`src/rtl/bcd_pkg.sv`:
```
// Shared constants, state encoding and helpers for the BCD-to-binary converter.
package bcd_pkg;

    // Three keypad digits (hundreds/tens/ones) decode into a 10-bit value.
    localparam int DIGITS = 3;
    localparam int BIN_W  = 10;
    localparam int ITER   = 10;
    localparam int DIG_W  = 4;

    // Shift register holds all digit fields followed by the binary accumulator.
    localparam int SR_W   = DIGITS * DIG_W + BIN_W;

    // Iteration counter must be able to reach ITER.
    localparam int CNT_W  = $clog2(ITER + 1);

    // Largest legal BCD digit; anything above marks the request invalid.
    localparam logic [DIG_W-1:0] MAX_DIGIT = 4'd9;

    typedef enum logic [0:0] {
        IDLE  = 1'b0,
        SHIFT = 1'b1
    } state_t;

    // True when a 4-bit field is a legal BCD digit.
    function automatic logic digit_ok(input logic [DIG_W-1:0] d);
        return (d <= MAX_DIGIT);
    endfunction

endpackage

```
`src/rtl/bcd_digit_adj.sv`:
```
// Decode-direction correction cell: a digit field that reads 8 or more after a
// right shift has borrowed a weight-10 bit from the digit above, so 3 is removed
// to restore a valid BCD value (inverse of the add-3 cell used for encoding).
module bcd_digit_adj
    import bcd_pkg::*;
(
    input  logic [DIG_W-1:0] din,
    output logic [DIG_W-1:0] dout
);

    // Subtract 3 only for values >= 8, so the field can never underflow.
    always_comb begin
        dout = din;
        if (din >= 4'd8) begin
            dout = din - 4'd3;
        end
    end

endmodule

```
`src/rtl/bcd2bin.sv`:
```
// Sequential 3-digit BCD-to-binary converter (reverse double-dabble).
// One shift-right-and-correct iteration per clock; a start/busy/done handshake
// sits between the digit-entry controller and the consumer of the binary value.
module bcd2bin
    import bcd_pkg::*;
(
    input  logic             clk,
    input  logic             rst_n,
    input  logic             start,
    input  logic [DIG_W-1:0] hundreds,
    input  logic [DIG_W-1:0] tens,
    input  logic [DIG_W-1:0] ones,
    output logic [BIN_W-1:0] number,
    output logic             busy,
    output logic             done,
    output logic             err
);

    state_t             state;
    state_t             state_nxt;

    logic [CNT_W-1:0]   cnt;
    logic [SR_W-1:0]    sr;
    logic [SR_W-1:0]    sr_shift;
    logic [SR_W-1:0]    sr_next;

    logic               digits_ok;
    logic               load;
    logic               reject;
    logic               finish;

    // Request validity is judged on the live inputs; they only matter in IDLE.
    assign digits_ok = digit_ok(hundreds) && digit_ok(tens) && digit_ok(ones);

    // Logical right shift moves the lowest digit bit into the accumulator MSB.
    assign sr_shift = sr >> 1;

    // Binary accumulator passes through untouched; only digit fields are corrected.
    assign sr_next[BIN_W-1:0] = sr_shift[BIN_W-1:0];

    // One correction cell per digit field, each acting independently.
    for (genvar g = 0; g < DIGITS; g++) begin : g_adj
        bcd_digit_adj u_adj (
            .din  (sr_shift[BIN_W + g*DIG_W +: DIG_W]),
            .dout (sr_next [BIN_W + g*DIG_W +: DIG_W])
        );
    end

    // Busy is a direct decode of the registered state, so it is glitch-free.
    assign busy = (state == SHIFT);

    // State register.
    always_ff @(posedge clk or negedge rst_n) begin
        if (!rst_n) begin
            state <= IDLE;
        end else begin
            state <= state_nxt;
        end
    end

    // Next-state logic and per-cycle control strobes.
    always_comb begin
        state_nxt = state;
        load      = 1'b0;
        reject    = 1'b0;
        finish    = 1'b0;
        case (state)
            IDLE: begin
                if (start) begin
                    if (digits_ok) begin
                        load      = 1'b1;
                        state_nxt = SHIFT;
                    end else begin
                        reject    = 1'b1;
                    end
                end
            end
            SHIFT: begin
                // start is deliberately ignored here: no queueing, no restart.
                if (cnt == CNT_W'(ITER - 1)) begin
                    finish    = 1'b1;
                    state_nxt = IDLE;
                end
            end
            default: begin
                state_nxt = IDLE;
            end
        endcase
    end

    // Shift register and iteration counter: load at accept, iterate in SHIFT.
    always_ff @(posedge clk or negedge rst_n) begin
        if (!rst_n) begin
            sr  <= '0;
            cnt <= '0;
        end else if (load) begin
            sr  <= {hundreds, tens, ones, {BIN_W{1'b0}}};
            cnt <= '0;
        end else if (state == SHIFT) begin
            sr  <= sr_next;
            cnt <= cnt + CNT_W'(1);
        end
    end

    // Result registers: number updates only on a completed conversion, err on any done.
    always_ff @(posedge clk or negedge rst_n) begin
        if (!rst_n) begin
            number <= '0;
            done   <= 1'b0;
            err    <= 1'b0;
        end else begin
            done <= finish | reject;
            if (finish) begin
                number <= sr_next[BIN_W-1:0];
                err    <= 1'b0;
            end else if (reject) begin
                err    <= 1'b1;
            end
        end
    end

endmodule

```
`config.mk`:
```
export PLATFORM = sky130hd
export DESIGN_NAME = bcd2bin
export DESIGN_NICKNAME = d
export VERILOG_FILES = /design/src/rtl/bcd_pkg.sv /design/src/rtl/bcd_digit_adj.sv /design/src/rtl/bcd2bin.sv
export SDC_FILE = /design/constraint.sdc
export NUM_CORES = 1
export LEC_CHECK = 0
export BUFFER_PORTS_ARGS = -buffer_cell sky130_fd_sc_hd__buf_2
export CORE_ASPECT_RATIO = 1.25
export CORE_MARGIN = 4
export CORE_UTILIZATION = 23
export CTS_BUF_LIST = sky130_fd_sc_hd__clkbuf_8
export DETAILED_ROUTE_END_ITERATION = 16
export PLACE_DENSITY_LB_ADDON = 0.1
export SYNTH_ARGS = -nofsm -noshare
export SYNTH_HDL_FRONTEND = slang
export SYNTH_HIERARCHICAL = 1
export SYNTH_SLANG_ARGS = --single-unit
```
`constraint.sdc`:
```
create_clock -name clk -period 3.76 [get_ports clk]
set_clock_uncertainty 0.2 [all_clocks]
set_input_delay 0.564 -clock clk [delete_from_list [all_inputs] [get_ports clk]]
set_output_delay 0.564 -clock clk [all_outputs]
set_load 0.05 [all_outputs]
```
==> results_dict.tcl, run 1 <==
set metrics [dict create \
    hpwl_microns 3050 \
    met1Wirelength_microns 2210 \
    netlist.area_leader.share 0.462 \
    report.final.slew_viol_count 0 \
    firstDrtPassIters 4 \
    yosysSeqAreaShare 0.462 \
    synth_seq_cells 38 \
    utilization 0.273 \
    p_leak_uw 0.00102 \
    synth-edff-count 0 \
    place_ws_ps 1480 \
    synth_commonest_cells "38 x dfrtp_1, 27 x nand2_1, 15 x o21ai_0" \
    cp-start-kind "flop" \
    io_pins 28 \
    slew_headroom 0.404 \
    rsz0062_at_grt "false" \
    clockBufferDepth 2 \
    initial_core_util 0.237 \
    grt_pass1_vias 1508 \
    num_antenna_cells 0 \
    portBuffers 27 \
    wl_per_cell_microns 13.4 \
    synthFlopType "dfrtp_1" \
    clk_pin_slew_worst_paths_ps 70 \
    htreeDepth 2 \
    overflow 0 \
    layout_min_cycle_time_ps 2170 \
    grt_use_total 0.0947 \
    max_cap_violations 0 \
    drc 0 \
    synth_most_common_cell "dfrtp_1" \
    synth_area_leaders "dfrtp_1 46%, mux2_2 4.9%, nand2_1 4.9%" \
    vias 1536 \
    setup_viol 0 \
    wl_met2_microns 2190 \
    holdWs_ps 200 \
    power.total_uw 1960 \
    tns_ps 0 \
    timing.final.crit_share 0.576 \
    cts_buffers 5 \
    worst_ep_arrival_time_ps 1400 \
    cts_hold_buffers 0 \
    timing.rr.start "busy$_DFF_PN0_" \
    synth_area_sq_mm 0.00206 \
    die_y_microns 114 \
    ys.warnings.count 6 \
    powerDensity_mw_per_mm2 825 \
    cts.sinks 38 \
    postCtsSetupBuffers 0 \
    via_per_inst 4.44 \
    hold_path_class "in2async" \
    rr_worst_depth 3 \
    core-area_sq_mm 0.00870 \
    die_width_microns 92.6 \
    die_area_sq_mm 0.0105 \
    ctsResizeCount 0 \
    peakVddDrop_uv 154 \
    synth_cells 200 \
    synth_top_area_cell "dfrtp_1" \
    gp_congestion 0.642 \
    fin_nets 248 \
    status "completed" \
    hold_violations 0 \
    postRouteAntennaNets 0 \
    routed.top_layer "met4" \
    reg2reg_to "cnt[2]$_DFFE_PN0P_" \
    worst-setup-path-type "reg2out" \
    fmax_mhz 462 \
    end_kind "primary output" \
    drive_above_1_share 0.230 \
    fin_ws_ps 1590 \
    worst-r2r-setup-slack_ps 1720 \
    grt_max_degree 48 \
    cts-root-buf "clkbuf_8" \
    area_growth_syn_to_layout_pct 15.2 \
    critPathMaxFanout 47 \
    drt-total-wl_microns 4640 \
    cp.required_ps 3000 \
    synthArstFlopShare 1.00 \
    grt_pass1_wl_microns 7820 \
    first_iter_violations 69 \
    max_slew.worst_pin.slew_ps 894 \
    met3_length_microns 174 \
    cts_tree "built" \
    row_count 38 \
    syn_area_per_cell_sq_um 10.3 \
    insertion_delay_ps 290 \
    antenna_found_initial 0 \
    post_synth_num_cell_types 35 \
]
## power breakdown
group          internal, uW  leakage (uW)  switching, uW
Combinational           350      0.000502            549
Clock                   145     0.0000524            145
Sequential              602      0.000468            165
## worst max-delay path by stage
stage                     depth (start not counted)      startpoint               endpoint
after floorplan                                   4  busy$_DFF_PN0_  number[8]$_DFFE_PN0P_
after global routing                              2  busy$_DFF_PN0_                   busy
final                                             2  busy$_DFF_PN0_                   busy
after CTS                                         2  busy$_DFF_PN0_                   busy
after global placement                            4         ones[1]     sr[17]$_DFFE_PN0P_
after detailed placement                          4         ones[1]     sr[17]$_DFFE_PN0P_
## sequential cells by signal, summed over array words and instances (netlist names)
register	count
sr	21
number	10
cnt	4
busy	1
done	1
err	1
## layout by cell type (no fill, tap or decap), types with 2 or more instances in the layout
master / instances
inv_1: 11
and4bb_2: 2
a32oi_1: 2
buf_2: 27
a221o_1: 9
o21ai_2: 3
mux2_2: 9
ha_1: 8
nand4_1: 2
nand2_1: 27
o22ai_1: 2
dfrtp_1: 38
nor2b_1: 12
a21oi_1: 4
clkbuf_8: 6
xnor2_1: 4
nand2b_1: 13
xor2_1: 4
o21ai_0: 15
conb_1: 5
a41oi_1: 9
## critical path, stage by stage, from the launching register on
cell and delay [ps]:
dfrtp_1 360, buf_4 400, buf_2 350
## area by class of cell
| class | count | area (sq um) |
|---|---|---|
| clock buffers | 6 | 82.6 |
| well taps | 120 | 150 |
| fillers | 947 | 6330 |
| repair buffers | 28 | 143 |
| clock inverters | 2 | 8.76 |
| multi-input cells | 141 | 995 |
| inverters | 11 | 41.3 |
| flip-flops and latches | 38 | 951 |
## layer usage
layer | global-route usage | vias to the layer above
met5 | 0 | -
met4 | 0.0381 | 0
met3 | 0.0218 | 4
met2 | 0.150 | 27
met1 | 0.125 | 761
li1 | - | 744
## stage by stage
stage	instance area (sq um)	std cells
after CTS	2370	346
after floorplan	2070	204
final	2370	346
after global routing	2370	346
after global placement	2280	338
after detailed placement	2280	338
## cell families after synthesis
logic type / synth area share
AND/OR/NAND/NOR: 0.165
buffers and inverters: 0.0620
XOR/XNOR: 0.0340
AO/OA/AOI/OAI: 0.172
flip-flops: 0.462
adder cells (fa/ha/maj): 0.0486
other: 0.00182
multiplexers: 0.0547
(Power assumes the default switching activity.)
==> run 2, diff against run 1 <==
--- a/config.mk
+++ b/config.mk
@@ -5,6 +5,7 @@
 export SDC_FILE = /design/constraint.sdc
 export NUM_CORES = 1
 export LEC_CHECK = 0
+export ABC_AREA = 1
 export BUFFER_PORTS_ARGS = -buffer_cell sky130_fd_sc_hd__buf_2
 export CORE_ASPECT_RATIO = 1.25
 export CORE_MARGIN = 4
==> constraint.sdc (replaced) <==
create_clock -name clk -period 2 [get_ports clk]
set_clock_uncertainty 0.2 [all_clocks]
set_input_delay 0.3 -clock clk [delete_from_list [all_inputs] [get_ports clk]]
set_output_delay 0.3 -clock clk [all_outputs]
set_load 0.05 [all_outputs]
==> results_dict.tcl, run 2 <==
set metrics [dict create \
    status "completed" \
    hold_path_class "in2reg" \
    row_count 38 \
    io_pins 28 \
    hold_violations 0 \
    drive_above_1_share 0.264 \
    layout_min_cycle_time_ps 1680 \
    portBuffers 27 \
    p_comb_frac 0.445 \
    cp-start-kind "flop" \
    grt_max_degree 39 \
    muxShareOfSynthArea 0 \
    max_cap_violations 0 \
    slew_headroom 0.649 \
    postRouteAntennaNets 0 \
    synth_seq_cells 38 \
    drt-total-wl_microns 4770 \
    internal-power_uw 2110 \
    largest_register_ffs 21 \
    synth_cells 228 \
    cp.required_ps 1500 \
    grt_use_total 0.0981 \
    final_common_cell "nand2_1" \
    area_growth_syn_to_layout_pct 20.3 \
    synth_top_area_cell "dfrtp_1" \
    worst_ep_arrival_time_ps 1180 \
    yosysSeqAreaShare 0.459 \
    power.total_uw 3830 \
    synth_area_leaders "dfrtp_1 46%, nand3_2 9.2%, nand2_1 8.3%" \
    synth_compound_area_frac 0.0845 \
    p_seq_frac 0.378 \
    clk_pin_slew_worst_paths_ps 80 \
    synth_xor_area_frac 0.0211 \
    worst-setup-path-type "reg2out" \
    setup_viol 0 \
    end_kind "primary output" \
    peakVddDrop_uv 558 \
    insertion_delay_ps 290 \
    gp_congestion 0.686 \
    top_register "sr" \
    antenna_found_initial 0 \
    vias 1563 \
    synthArstFlopShare 1.00 \
    htreeDepth 2 \
    worst-path-buf-inv 2 \
    postCtsSetupBuffers 0 \
    overflow 0 \
    die_width_microns 92.9 \
    via_per_inst 4.06 \
    rsz0062_at_grt "false" \
    netlist.area_leader.share 0.459 \
    critPathMaxFanout 9 \
    synth_fa_ha_area_frac 0.0483 \
    synthFlopType "dfrtp_1" \
    slowest_delay_ps 420 \
    die_y_microns 114 \
    ctsResizeCount 0 \
    cts_tree "built" \
    crit_family "buffers and inverters" \
    cts-root-buf "clkbuf_8" \
    synth_area_sq_mm 0.00207 \
    p_sw_frac 0.449 \
    grt_pass1_vias 1615 \
    clockBufferDepth 2 \
    p_leak_uw 0.00121 \
    yosys.area_share.simple 0.290 \
    wl_per_cell_microns 12.4 \
    drc 0 \
    cts_buffers 5 \
    synth_top_family_by_area "simple AND/OR/NAND/NOR gates" \
    first_iter_violations 42 \
    tns_ps 0 \
    synth_commonest_cells "46 x nand2_1, 38 x dfrtp_1, 29 x inv_1" \
    report.final.slew_viol_count 0 \
    synth_most_common_cell "nand2_1" \
    cts.sinks 38 \
    synth-edff-count 0 \
    p_clk_frac 0.177 \
    num_antenna_cells 0 \
    post_synth_num_cell_types 26 \
    initial_core_util 0.237 \
    cts_hold_buffers 1 \
    core-area_sq_mm 0.00875 \
    largestRegisters "sr (21), number (10), cnt (4)" \
    power_switching_uw 1720 \
    fin_nets 288 \
    ys.warnings.count 6 \
    critPathSlowestCell "dfrtp_1" \
    firstDrtPassIters 4 \
    fmax_mhz 594 \
    crit_chain "buf_4, buf_2" \
    timing.final.crit_share 0.842 \
    hpwl_microns 3330 \
    powerDensity_mw_per_mm2 1530 \
    grt_pass1_wl_microns 8140 \
    die_area_sq_mm 0.0106 \
    syn_area_per_cell_sq_um 9.09 \
    max_slew.worst_pin.slew_ps 526 \
    mostFrequentLayoutCells "46 x nand2_1, 38 x dfrtp_1, 29 x inv_1" \
]
## run 2: cell count changes after synthesis, moves of 12 or more
| cell | delta |
|---|---|
| o21ai_0 | -12 |
| nand3_1 | +19 |
| nand4_1 | +12 |
| nand2_1 | +19 |
| nand3_2 | +19 |
| inv_1 | +19 |
| nand2b_1 | -13 |
| nor2b_1 | -12 |
| o21ai_1 | +19 |
## run 2: per-layer routing
| metal | up-vias | GRT usage | part of all wire |
|---|---|---|---|
| li1 | 811 | - | - |
| met1 | 720 | 0.133 | 0.51 |
| met2 | 27 | 0.155 | 0.44 |
| met3 | 5 | 0.0243 | 0.040 |
| met4 | 0 | 0.0293 | 0.0096 |
| met5 | - | 0 | 0 |
## run 2: worst reg2reg max path, cell delays in order (launching register included)
cell and delay, ps:
dfrtp_1 440, ha_1 210, nand4_1 120, buf_4 210, inv_1 80, nand2_1 80, nand2_1 50
## run 2: power groups by stage
stage               combinational (uW)  sequential (uW)  clock (uW)
floorplan                          959             1780           0
global placement                  1730             1470           0
detailed placement                1730             1470           0
CTS                               1740             1450         706
global route                      1950             1510         743
finish                            1700             1450         677
## run 2: kinds of logic after synthesis
kind of cell / Yosys count
AND/OR/NAND/NOR: 105
buffers and inverters: 42
flip-flops: 38
AO/OA/AOI/OAI: 29
adder cells (fa/ha/maj): 8
XOR/XNOR: 5
other: 1
## run 2: layout make-up
cell class              count  area (sq um)
clock inverters             1          30.0
flip-flops and latches     38           951
repair buffers             37           225
clock buffers               6          82.6
fillers                   963          6250
well taps                 120           150
multi-input cells         153           942
inverters                  30           113
## run 2: worst paths after layout
path / from / end / slack (ps) / depth (start not counted)
max: busy$_DFF_PN0_ / busy / 320 / 2
min: hundreds[0] / sr[18]$_DFFE_PN0P_ / 90 / 3
max reg2reg: cnt[0]$_DFFE_PN0P_ / number[0]$_DFFE_PN0P_ / 510 / 6
min reg2reg: number[0]$_DFFE_PN0P_ / number[0]$_DFFE_PN0P_ / 290 / 2
max in group asynchronous: rst_n / sr[7]$_DFFE_PN0P_ / 830 / 3
min in group asynchronous: rst_n / sr[18]$_DFFE_PN0P_ / 400 / 3
## run 2: per-stage QoR
step / worst slack [ps] / utilization / cell area (sq um) / instances / hold WS, ps
global placement: 440 / 0.271 / 2370 / 377 / 209
floorplan: 425 / - / 2090 / 233 / -196
global route: 258 / 0.285 / 2490 / 385 / 88.6
CTS: 294 / 0.285 / 2490 / 385 / 84.7
detailed placement: 439 / 0.271 / 2370 / 377 / 211
finish: 316 / 0.285 / 2490 / 385 / 90.9
==> run 3, diff against run 2 <==
==> constraint.sdc (replaced) <==
create_clock -name clk -period 1.5 [get_ports clk]
set_clock_uncertainty 0.2 [all_clocks]
set_input_delay 0.225 -clock clk [delete_from_list [all_inputs] [get_ports clk]]
set_output_delay 0.225 -clock clk [all_outputs]
set_load 0.05 [all_outputs]
==> results_dict.tcl, run 3 (same netlist as run 2, synthesis figures left out) <==
set metrics [dict create \
    status "completed" \
    setup_viol 0 \
    slowest_delay_ps 470 \
    cp-start-kind "flop" \
    initial_core_util 0.237 \
    io_pins 28 \
    cts_buffers 5 \
    area_growth_syn_to_layout_pct 23.8 \
    grt_max_degree 39 \
    critPathSlowestCell "dfrtp_2" \
    postRouteAntennaNets 0 \
    worst-setup-path-type "reg2out" \
    grt_pass1_wl_microns 8320 \
    insertion_delay_ps 290 \
    end_kind "primary output" \
    largest_register_ffs 21 \
    wl_per_cell_microns 12.4 \
    crit_start "busy$_DFF_PN0_" \
    top_register "sr" \
    crit_chain "buf_4" \
    cp.required_ps 1070 \
    largestRegisters "sr (21), number (10), cnt (4)" \
    fmax_mhz 705 \
    peakVddDrop_uv 860 \
    place_ws_ps 75.8 \
    core-area_sq_mm 0.00875 \
    hold_violations 0 \
    worst_ep_arrival_time_ps 990 \
    grt_use_total 0.0992 \
    drive_above_1_share 0.281 \
    row_count 38 \
    powerDensity_mw_per_mm2 2010 \
    hpwl_microns 3360 \
    p_leak_uw 0.00124 \
    mostFrequentLayoutCells "46 x nand2_1, 35 x dfrtp_1, 30 x inv_1" \
    gp_congestion 0.675 \
    die_y_microns 114 \
    cts-root-buf "clkbuf_8" \
    cts.sinks 38 \
    overflow 0 \
    timing.rr.start "sr[11]$_DFFE_PN0P_" \
    worst-r2r-setup-slack_ps 130 \
    num_antenna_cells 0 \
    fin_ws_ps 82.6 \
    drc 0 \
    die_area_sq_mm 0.0106 \
    layout_min_cycle_time_ps 1420 \
    firstDrtPassIters 4 \
    fillers 989 \
    die_width_microns 92.9 \
    multiInputGateArea_sq_um 942 \
    utilization 0.293 \
    timing.final.crit_share 0.945 \
    vias 1590 \
    via_per_inst 4.08 \
    holdWs_ps 26.9 \
    endpoint "busy" \
    report.final.slew_viol_count 0 \
    fin_nets 292 \
    critPathMaxFanout 8 \
    crit_family "flip-flops" \
    regArea_sq_um 955 \
    first_iter_violations 36 \
    clockBufferDepth 2 \
    max_cap_violations 0 \
    reg2reg_to "sr[11]$_DFFE_PN0P_" \
    antenna_found_initial 0 \
    drt-total-wl_microns 4850 \
    worst-path-buf-inv 1 \
    portBuffers 27 \
    tns_ps 0 \
    final_common_cell "nand2_1" \
    rr_worst_depth 6 \
    cts_tree "built" \
    path_depth 1 \
    grt_pass1_vias 1663 \
    htreeDepth 2 \
    rsz0062_at_grt "false" \
    hold_path_class "in2reg" \
    clk_pin_slew_worst_paths_ps 80 \
]
-- run 3: cell types whose count changed in the layout (fill, tap and decap cells not counted) --
cell | previous run | this run
buf_2 | 27 | 26
buf_4 | 8 | 9
inv_1 | 29 | 30
dlygate4sd3_1 | 1 | 2
clkbuf_8 | 6 | 5
clkinvlp_4 | 0 | 1
dfrtp_1 | 38 | 35
buf_12 | 1 | 4
dfrtp_2 | 0 | 3
-- run 3: worst min path at each step --
stage | startpoint | endpoint | slack (ps) | cells past startpoint
global placement | rst_n | sr[20]$_DFFE_PN0P_ | 20 | 2
floorplan | rst_n | busy$_DFF_PN0_ | -270 | 0
global route | tens[0] | sr[14]$_DFFE_PN0P_ | 50 | 3
detailed placement | rst_n | sr[20]$_DFFE_PN0P_ | 20 | 2
finish | tens[0] | sr[14]$_DFFE_PN0P_ | 30 | 3
CTS | tens[0] | sr[14]$_DFFE_PN0P_ | 30 | 3
-- run 3: report_power, final --
part           total [uW]  leakage, uW  internal, uW  switching (uW)
Sequential           1930     0.000471          1510             422
Combinational        2360     0.000709           842            1510
Clock                 878    0.0000556           490             388
Total                5160      0.00124          2840            2320
-- run 3: layout make-up --
class | instances | share of cell area
multi-input combinational | 153 | 0.367
tap | 120 | 0.0585
timing repair buffer | 41 | 0.116
sequential | 38 | 0.372
clock buffer | 5 | 0.0268
inverter | 30 | 0.0439
clock inverter | 3 | 0.0161
-- run 3: per-stage QoR --
| stage | power, uW | instance area (sq um) | cells |
|---|---|---|---|
| global route | 5670 | 2570 | 390 |
| finish | 5160 | 2570 | 390 |
| CTS | 5260 | 2560 | 389 |
| floorplan | 3660 | 2090 | 233 |
| detailed placement | 4330 | 2420 | 379 |
| global placement | 4330 | 2420 | 379 |
-- run 3: layer usage --
metal	global-route usage	up-vias	wire [microns]
met2	0.164	25	2330
li1	-	819	-
met5	0	-	0
met3	0.0230	8	196
met1	0.129	738	2260
met4	0.0293	0	61
-- run 3: what timing repair did --
action	in CTS	in global routing
hold buffers	2	0
endpoints found under the setup margin	1	4
gates resized for setup	1	2
setup buffers	0	1
pin swaps	0	1
hold endpoints to repair	39	0
